File: src/rtl/nibble_serial_add_ctrl.sv
// Nibble-serial adder/subtractor.
// One 4-bit slice is reused over NIBBLES cycles, LSB nibble first, to form a
// W-bit sum or difference. Subtraction is A + ~B + 1: B is inverted per nibble
// and the carry register is preloaded with sub on acceptance.
//
// Handshake: start is sampled only in IDLE. The result is valid while done=1
// and is held stable until ack=1 is sampled in DONE; the block then returns
// to IDLE on that edge. ack is ignored outside DONE. start is ignored outside
// IDLE, including when it coincides with ack.
module nibble_serial_add_ctrl #(
  parameter int NIBBLES = 4
) (
  input  logic                   clk,
  input  logic                   reset,
  input  logic                   start,
  input  logic                   sub,
  input  logic [4*NIBBLES-1:0]   a,
  input  logic [4*NIBBLES-1:0]   b,
  input  logic                   ack,
  output logic                   busy,
  output logic                   done,
  output logic [4*NIBBLES-1:0]   result,
  output logic                   cout,
  output logic                   ovf,
  output logic [1:0]             state_dbg
);

  localparam int W  = 4 * NIBBLES;
  localparam int IW = (NIBBLES > 1) ? $clog2(NIBBLES) : 1;

  typedef enum logic [1:0] {
    S_IDLE = 2'd0,
    S_RUN  = 2'd1,
    S_DONE = 2'd2
  } state_t;

  state_t          state_q, state_d;
  logic [W-1:0]    a_q, a_d;
  logic [W-1:0]    b_q, b_d;
  logic            sub_q, sub_d;
  logic            carry_q, carry_d;
  logic [IW-1:0]   idx_q, idx_d;
  logic [W-1:0]    result_q, result_d;
  logic            cout_q, cout_d;
  logic            ovf_q, ovf_d;

  // Slice signals
  logic [3:0]      nib_a;
  logic [3:0]      nib_b;
  logic [3:0]      low_sum;
  logic [1:0]      top_sum;
  logic [3:0]      slice_sum;
  logic            slice_c3;
  logic            slice_c4;
  logic            last_nib;

  assign last_nib = (idx_q == IW'(NIBBLES - 1));

  // 4-bit slice: carry into bit 3 is kept separately for signed overflow
  always_comb begin
    nib_a     = a_q[4*idx_q +: 4];
    nib_b     = b_q[4*idx_q +: 4] ^ {4{sub_q}};
    low_sum   = {1'b0, nib_a[2:0]} + {1'b0, nib_b[2:0]} + {3'b000, carry_q};
    slice_c3  = low_sum[3];
    top_sum   = {1'b0, nib_a[3]} + {1'b0, nib_b[3]} + {1'b0, slice_c3};
    slice_c4  = top_sum[1];
    slice_sum = {top_sum[0], low_sum[2:0]};
  end

  // State register
  always_ff @(posedge clk or posedge reset) begin
    if (reset) begin
      state_q <= S_IDLE;
    end else begin
      state_q <= state_d;
    end
  end

  // Next-state logic
  always_comb begin
    state_d = state_q;
    case (state_q)
      S_IDLE:  if (start)    state_d = S_RUN;
      S_RUN:   if (last_nib) state_d = S_DONE;
      S_DONE:  if (ack)      state_d = S_IDLE;
      default:               state_d = S_IDLE;
    endcase
  end

  // Output logic
  always_comb begin
    busy      = (state_q != S_IDLE);
    done      = (state_q == S_DONE);
    result    = result_q;
    cout      = cout_q;
    ovf       = ovf_q;
    state_dbg = state_q;
  end

  // Datapath next values: operand capture on accept, one nibble per RUN cycle
  always_comb begin
    a_d      = a_q;
    b_d      = b_q;
    sub_d    = sub_q;
    carry_d  = carry_q;
    idx_d    = idx_q;
    result_d = result_q;
    cout_d   = cout_q;
    ovf_d    = ovf_q;
    case (state_q)
      S_IDLE: begin
        if (start) begin
          a_d     = a;
          b_d     = b;
          sub_d   = sub;
          carry_d = sub;
          idx_d   = '0;
        end
      end
      S_RUN: begin
        result_d[4*idx_q +: 4] = slice_sum;
        carry_d                = slice_c4;
        idx_d                  = idx_q + IW'(1);
        if (last_nib) begin
          cout_d = slice_c4;
          ovf_d  = slice_c3 ^ slice_c4;
        end
      end
      default: ;
    endcase
  end

  // Datapath registers
  always_ff @(posedge clk or posedge reset) begin
    if (reset) begin
      a_q      <= '0;
      b_q      <= '0;
      sub_q    <= 1'b0;
      carry_q  <= 1'b0;
      idx_q    <= '0;
      result_q <= '0;
      cout_q   <= 1'b0;
      ovf_q    <= 1'b0;
    end else begin
      a_q      <= a_d;
      b_q      <= b_d;
      sub_q    <= sub_d;
      carry_q  <= carry_d;
      idx_q    <= idx_d;
      result_q <= result_d;
      cout_q   <= cout_d;
      ovf_q    <= ovf_d;
    end
  end

endmodule

File: config.mk
export PLATFORM = sky130hd
export DESIGN_NAME = nibble_serial_add_ctrl
export DESIGN_NICKNAME = d
export VERILOG_FILES = /design/src/rtl/nibble_serial_add_ctrl.sv
export SDC_FILE = /design/constraint.sdc
export NUM_CORES = 1
export LEC_CHECK = 0
export CAP_MARGIN = 15
export CELL_PAD_IN_SITES_DETAIL_PLACEMENT = 1
export CELL_PAD_IN_SITES_GLOBAL_PLACEMENT = 2
export CORE_ASPECT_RATIO = 1.75
export CORE_MARGIN = 2
export CORE_UTILIZATION = 34
export CTS_CLUSTER_DIAMETER = 80
export DETAILED_ROUTE_END_ITERATION = 6
export HOLD_SLACK_MARGIN = 0.12
export PLACE_DENSITY_LB_ADDON = 0.2
export SLEW_MARGIN = 20
export SYNTH_ARGS = -nofsm -noshare
export SYNTH_HDL_FRONTEND = slang
export SYNTH_SLANG_ARGS = --single-unit
export TNS_END_PERCENT = 1
File: constraint.sdc
create_clock -name clk -period 5.65 [get_ports clk]
set_input_delay 0.565 -clock clk [delete_from_list [all_inputs] [get_ports clk]]
set_output_delay 0.565 -clock clk [all_outputs]
set_load 0.005 [all_outputs]
=== Yosys cells after proc, flatten, opt, wreduce, memory -nomap -nowiden ===
Cells that the tools add are included.

* Flip-flop bits (word level): 56
* Output and inout port bits: 22
* Word-level logic and storage cells: 43

* $add $sub $neg: 6
* Eq/ne operators: 6
* Shift-type cells: 4
* Muxes and demuxes: 9
* Bitwise logic cells: 2
* Reductions and logical operators: 7

{| class="wikitable"
|+ Operators with widths
! cell !! number
|-
| $neg A4 Y34 || 1
|-
| $shift A4 B34 Y16 const A || 1
|-
| $shiftx A4 B34 Y16 || 1
|-
| $shiftx A16 B5 Y4 || 2
|-
| $bwmux W16 || 1
|-
| $mux W2 || 4
|-
| $ne A2 B2 Y1 const B || 3
|-
| $pmux W2 S3 || 1
|-
| $reduce_and A2 Y1 || 3
|-
| $add A3 B3 Y4 || 1
|-
| $add A4 B1 Y4 || 1
|-
| $eq A2 B2 Y1 const B || 2
|-
| $pmux W2 S2 || 1
|-
| $reduce_bool A2 Y1 || 2
|-
| $xor A4 B4 Y4 || 1
|-
| $reduce_and A3 Y1 || 1
|-
| $add A1 B1 Y2 || 1
|-
| $add A2 B1 Y2 || 1
|-
| $add A2 B1 Y2 const B || 1
|-
| $eq A2 B1 Y1 const B || 1
|-
| $logic_not A2 Y1 || 1
|-
| $pmux W1 S2 || 1
|-
| $mux W1 || 1
|-
| $xor A1 B1 Y1 || 1
|}

=== Depth between registers and ports, before layout ===
Gate-level depths: netlist of run 1.

* Depth after elaboration: 7
* Gate-level depth with buffers: 10

=== Worst setup path after synthesis of run 1 ===
Ideal clock, no wire load.

* Kind: flip-flop to flip-flop
* Start point: register idx_q[0]
* End point: register ovf_q (netlist: ovf)
* Setup time: 0.069 ns
* Arrival: 2.961 ns
* Setup slack: 2.620 ns
* Cell stages (with the launch flop): 11
* Clock period less this slack: 3.030 ns
* Cells stage by stage: dfrtp_1 > buf_6 > mux4_2 > xnor2_1 > fa_1 > nand3b_1 > and2_1 > fa_1 > nor4bb_1 > nand3_1 > nand3_1

* Word-level cells in the longest chain between the ends: 6
* Elaborated cells between the ends (all ways): 10
* Classes of those cells: 4 x add/sub; 1 x eq/ne; 2 x shift; 2 x bitwise; 1 x reduce/logical

{| class="wikitable"
|+ RTL lines
! item !! RTL line !! source
|-
| start: declaration || 42 || <nowiki>logic [IW-1:0] idx_q, idx_d;</nowiki>
|-
| start signal: assignment || 149 || <nowiki>idx_q <= idx_d;</nowiki>
|-
| $shiftx A16 B5 Y4 || 62 || <nowiki>nib_b = b_q[4*idx_q +: 4] ^ {4{sub_q}};</nowiki>
|-
| $xor A4 B4 Y4 || 62 ||
|-
| $add A3 B3 Y4 || 63 || <nowiki>low_sum = {1'b0, nib_a[2:0]} + {1'b0, nib_b[2:0]} + {3'b000, carry_q};</nowiki>
|-
| $add A4 B1 Y4 || 63 ||
|-
| $add A2 B1 Y2 || 65 || <nowiki>top_sum = {1'b0, nib_a[3]} + {1'b0, nib_b[3]} + {1'b0, slice_c3};</nowiki>
|-
| $xor A1 B1 Y1 || 126 || <nowiki>ovf_d = slice_c3 ^ slice_c4;</nowiki>
|-
| end signal: assignment || 152 || <nowiki>ovf_q <= ovf_d;</nowiki>
|-
| end: declaration || 45 || <nowiki>logic ovf_q, ovf_d;</nowiki>
|}

Several ways; a longest one is shown, not always the timed one.
A chain may end at the register's enable or synchronous reset.

=== Final worst setup path of run 1 ===
Ends and elaborated chain as after synthesis.

==> impl_metrics.py, run 1 <==
metrics = {
    "clock_network": {
        "post_cts_buffers": 0,
        "cts_made_buffers": 5,
        "clkTransAtPathRegs_ns": 0.07,
        "hold_buffers": 0,
        "cts_tree": "yes",
        "insertion_delay_ns": 0.29,
        "cts_buffer_depth": 2,
        "htree_levels": 2,
        "cts_resized": 0,
        "cts_sinks": 56,
        "cts.root.buffer_cell": "clkbuf_16",
    },
    "status": {
        "outcome": "finished clean",
    },
    "power": {
        "irDropWorstVdd_mv": 0.329,
        "p_leak_nw": 1.64,
        "total_power_mw": 2.17,
        "pwr_density_cell_nw_per_um2": 622,
    },
    "drt": {
        "ant_nets": 0,
        "vias_per_cell": 4.94,
        "drc_errors": 0,
        "firstDrtPassIters": 4,
        "vias": 1990,
        "wl_per_cell_um": 15.4,
        "drt_iter0_drc": 70,
        "wl_mm": 6.22,
    },
    "timing": {
        "hold_viol": 0,
        "rsz0062_at_grt": "no",
        "finalClockSkew_ns": 0.00516,
        "tightest_slew_ns": 0.725,
        "fmaxAchievable_mhz": 282,
        "setup_violations": 0,
        "slew_viol_final": 0,
        "slew_headroom_pct": 51.7,
        "period_needed_ns": 3.55,
        "min_period_over_period_pct": 62.8,
        "hold-worst-slack_ns": 0.467,
        "setup-tns-final_ns": 0,
    },
    "place": {
        "place.detailed.hpwl_mm": 4.58,
        "dp_cells": 395,
        "port-buffer-count": 58,
        "gp_congestion": 0.772,
    },
    "floorplanning": {
        "die_w_um": 71.3,
        "dieHeight_um": 122,
        "dieArea_sq_um": 8690,
        "pin_count": 59,
        "num_rows": 43,
        "start_util_pct": 34.6,
        "coreArea_sq_um": 7800,
    },
    "yosys": {
        "postSynthCellCount": 256,
        "synth.distinct_cells": 37,
        "ys_ff_latch": 56,
        "yosys-top-cells-area": "dfrtp_1 52%, nand2_1 15%, mux4_1 4.9%",
        "ys_seq_area_share_pct": 51.9,
        "synth_top_cell_area_share_pct": 51.9,
        "synth_edf_count": 0,
        "async_flop_share_pct": 100,
        "syn_area_sq_um": 2700,
        "ys.flop_type": "dfrtp_1",
        "ys.warnings.count": 0,
        "synthesis.nets": 304,
        "synth_most_common_cell": "nand2_1",
        "syn_avg_cell_area_sq_um": 10.5,
        "synth_common_cells": "110 x nand2_1, 56 x dfrtp_1, 12 x o2bb2ai_1",
        "synth_area_leader_cell": "dfrtp_1",
    },
    "grt": {
        "antenna_found_initial": 0,
        "grt_max_degree": 57,
        "grt_pass1_wl_mm": 10.8,
        "grt_use_total_pct": 16.0,
        "overflow": 0,
        "grt_pass1_vias": 2141,
    },
    "setup_path": {
        "rr_worst_depth": 9,
        "cp_data_required_time_ns": 5.88,
        "worst_setup_path_start_kind": "flip-flop",
        "critPathMaxFanout": 17,
        "arrival_ns": 3.78,
        "cp-end-kind": "flip-flop",
        "critical_path_class": "flip-flop to flip-flop",
    },
    "layout": {
        "drive_gt1_share_pct": 6.71,
        "area_growth_pct": 29.1,
        "nNetsFinal": 360,
        "finalNonFillerCells": 403,
        "antenna_cells": 0,
    },
    "hold_path": {
        "min_path_cells": 2,
        "hold_path.class": "flip-flop to flip-flop",
    },
    "flow_run": {
        "max_cap_violations": 0,
    },
}
worst max-delay path: stages (launching register included):
cell	delay [ns]
dfrtp_1	0.82
mux4_2	0.60
xnor2_1	0.15
fa_1	0.40
nand3b_1	0.22
and2_1	0.18
fa_1	0.45
nor4bb_1	0.44
nand3_1	0.13
nand3_1	0.09
stage by stage:
step                setup slack [ns]  utilization, %  cell area (sq um)
floorplan                       2.62               -               2700
CTS                             2.10            44.6               3480
global route                    1.89            44.6               3480
finish                          2.10            44.6               3480
global placement                2.27            42.7               3330
detailed placement              2.13            42.7               3330
registers in the layout, indices dropped and copies added, names as in the netlist:
name,flops
carry_q,1
b_q,16
sub_q,1
ovf,1
cout,1
a_q,16
idx_q,2
result,16
state_dbg,2
kinds of logic after synthesis:
logic type	count (synthesis)	synth area share, %
AND/OR/NAND/NOR	132	22.0
adder cells (fa/ha/maj)	11	5.94
buffers and inverters	21	4.64
multiplexers	8	7.37
flip-flops	56	51.9
AO/OA/AOI/OAI	23	6.49
XOR/XNOR	5	1.62
cell usage in the layout (no fill, tap or decap), types with 3 or more instances in the layout:
cell / count
inv_1: 8
buf_4: 3
xor2_1: 3
dfrtp_1: 56
clkbuf_16: 5
mux4_2: 3
ha_1: 8
o21ai_1: 3
nand3b_1: 3
nand2_1: 110
clkdlybuf4s50_1: 58
mux4_1: 5
nand3_1: 5
fa_1: 3
o2bb2ai_1: 12
layout make-up:
cell class,count,area [sq um]
Tap cell,90,113
Sequential cell,56,1400
Timing Repair Buffer,61,603
Inverter,9,33.8
Clock buffer,6,139
Fill cell,864,4320
Multi-Input combinational cell,179,1180
Clock inverter,2,15.0
report_power, final:
part           internal (mW)  total, mW  leakage, nW  switching (mW)
combinational          0.511       1.12        0.855           0.608
clock                  0.177      0.320       0.0691           0.144
sequential             0.574      0.726        0.716           0.152
path summary, 6_finish.rpt:
path,start,endpoint,slack (ns)
setup / recovery,idx_q[0],ovf,2.10
hold / removal,b_q[9],b_q[9],0.47
setup reg to reg,idx_q[0],ovf,2.10
hold reg to reg,b_q[9],b_q[9],0.47
max in group asynchronous,reset,b_q[12],4.38
min in group asynchronous,reset,result[14],0.79
metal layers:
metal  vias up  wire length [um]  global-route usage (%)
met4         0               168                    6.49
met1       983              2330                    18.0
met3        11               177                    2.32
li1        956                 -                       -
met2        40              3540                    29.5
met5         -                 0                       0
No activity file was read; power rests on OpenSTA's default activity.
==> run 2: changes to the inputs <==
CORE_UTILIZATION = 29   (was 34)
clock period = 3.2 ns   (was 5.65 ns; I/O delays follow)
==> impl_metrics.py, run 2 (synthesized netlist as in run 1, its figures left out) <==
metrics = {
    "status": {
        "outcome": "finished clean",
    },
    "layout": {
        "final_cell_mix": "110 x nand2_1, 58 x clkdlybuf4s50_1, 55 x dfrtp_1",
        "nNetsFinal": 362,
        "area_growth_pct": 31.6,
        "antenna_cells": 0,
        "drive_gt1_share_pct": 7.62,
        "final_common_cell": "nand2_1",
    },
    "clock_network": {
        "cts_resized": 1,
        "cts_made_buffers": 5,
        "clkTransAtPathRegs_ns": 0.07,
        "cts_tree": "yes",
        "htree_levels": 2,
        "cts.root.buffer_cell": "clkbuf_16",
        "cts_buffer_depth": 2,
        "insertion_delay_ns": 0.29,
        "hold_buffers": 0,
        "post_cts_buffers": 0,
        "cts_sinks": 56,
    },
    "floorplanning": {
        "die_w_um": 76.9,
        "start_util_pct": 29.9,
        "dieHeight_um": 132,
        "coreArea_sq_um": 9040,
        "dieArea_sq_um": 10100,
        "num_rows": 46,
        "pin_count": 59,
    },
    "setup_path": {
        "rr_worst_depth": 9,
        "critPathMaxFanout": 5,
        "worst_setup_path_start_kind": "flip-flop",
        "cp_data_required_time_ns": 3.43,
        "critical_path_class": "flip-flop to flip-flop",
        "cp-end-kind": "flip-flop",
        "arrival_ns": 3.27,
    },
    "power": {
        "power_frac_seq_pct": 32.7,
        "p_clk_share_pct": 14.6,
        "total_power_mw": 3.81,
        "internal_power_mw": 2.25,
        "power.switching_mw": 1.56,
        "pwr_density_cell_nw_per_um2": 1070,
        "switching_share_pct": 41.0,
        "irDropWorstVdd_mv": 0.546,
        "p_leak_nw": 1.65,
        "power_frac_comb_pct": 52.7,
    },
    "hold_path": {
        "hold_path.class": "input pin to async pin",
    },
    "drt": {
        "wl_mm": 6.43,
        "vias": 1970,
        "vias_per_cell": 4.53,
        "firstDrtPassIters": 4,
        "wl_per_cell_um": 14.8,
        "ant_nets": 0,
        "drt_iter0_drc": 90,
        "drc_errors": 0,
    },
    "timing": {
        "hold_viol": 0,
        "rsz0062_at_grt": "no",
        "finalClockSkew_ns": 0.00512,
        "slew_headroom_pct": 65.6,
        "slew_viol_final": 0,
        "fmaxAchievable_mhz": 329,
        "period_needed_ns": 3.04,
        "min_period_over_period_pct": 95.0,
        "tightest_slew_ns": 0.514,
        "setup-tns-final_ns": 0,
        "setup_violations": 0,
    },
    "flow_run": {
        "max_cap_violations": 0,
    },
    "place": {
        "place.detailed.hpwl_mm": 4.91,
        "gp_congestion": 0.782,
        "port-buffer-count": 58,
    },
    "grt": {
        "overflow": 0,
        "grt_max_degree": 57,
        "grt_pass1_wl_mm": 10.8,
        "grt_pass1_vias": 2173,
        "grt_use_total_pct": 13.7,
        "antenna_found_initial": 0,
    },
}
-- run 2: cell count changes in the layout (fill, tap and decap cells not counted), sizes merged --
cell,change
buf,+2
clkinvlp,-1
clkbuf,+1
-- run 2: path summary, 6_finish.rpt --
kind | start | end | slack [ns]
min reg2reg | b_q[1] | b_q[1] | 0.47
min | reset | result[11] | 0.38
min in group clk | b_q[1] | b_q[1] | 0.47
max reg2reg | idx_q[0] | ovf | 0.16
max | idx_q[0] | ovf | 0.16
max in group asynchronous | reset | idx_q[0] | 2.53
-- run 2: through the flow --
stage | utilization, % | instances | setup WS (ns) | area, sq um | hold WS [ns]
2_1_floorplan | - | 256 | 0.170 | 2700 | 0.425
3_3_place_gp | 37.6 | 427 | 0.180 | 3390 | 0.458
3_5_place_dp | 37.6 | 427 | 0.0567 | 3390 | 0.462
4_1_cts | 39.3 | 435 | 0.0557 | 3550 | 0.406
5_1_grt | 39.3 | 435 | 0.0142 | 3550 | 0.463
6_report | 39.3 | 435 | 0.159 | 3550 | 0.381
-- run 2: layer usage --
layer | up-vias | wire length [um] | track usage [%]
met2 | 39 | 3720 | 26.0
met4 | 0 | 144 | 5.45
met5 | - | 0 | 0
li1 | 956 | - | -
met1 | 967 | 2350 | 14.6
met3 | 8 | 211 | 2.54
-- run 2: cell type report --
class                           instances  area, sq um
Fill cell                            1041         5490
Sequential cell                        56         1400
Multi-Input combinational cell        179         1180
Timing Repair Buffer                   63          631
Tap cell                              120          150
Clock buffer                            7          143
Inverter                                9         33.8
Clock inverter                          1         7.51
-- run 2: critical path: stages, from the launching register on --
cell and delay, ns:
dfrtp_2 0.43, mux4_2 0.52, xnor2_1 0.16, fa_1 0.42, nand3b_1 0.23, and2_1 0.19
fa_1 0.44, nor4bb_2 0.37, nand3_1 0.13, nand3_1 0.09
-- run 2: power by group through the flow --
stage | registers [mW] | logic (mW) | clock network (mW)
floorplan | 1.16 | 1.39 | 0
global placement | 1.27 | 2.02 | 0
detailed placement | 1.27 | 2.05 | 0
CTS | 1.26 | 2.08 | 0.580
global route | 1.30 | 2.27 | 0.601
finish | 1.25 | 2.01 | 0.558
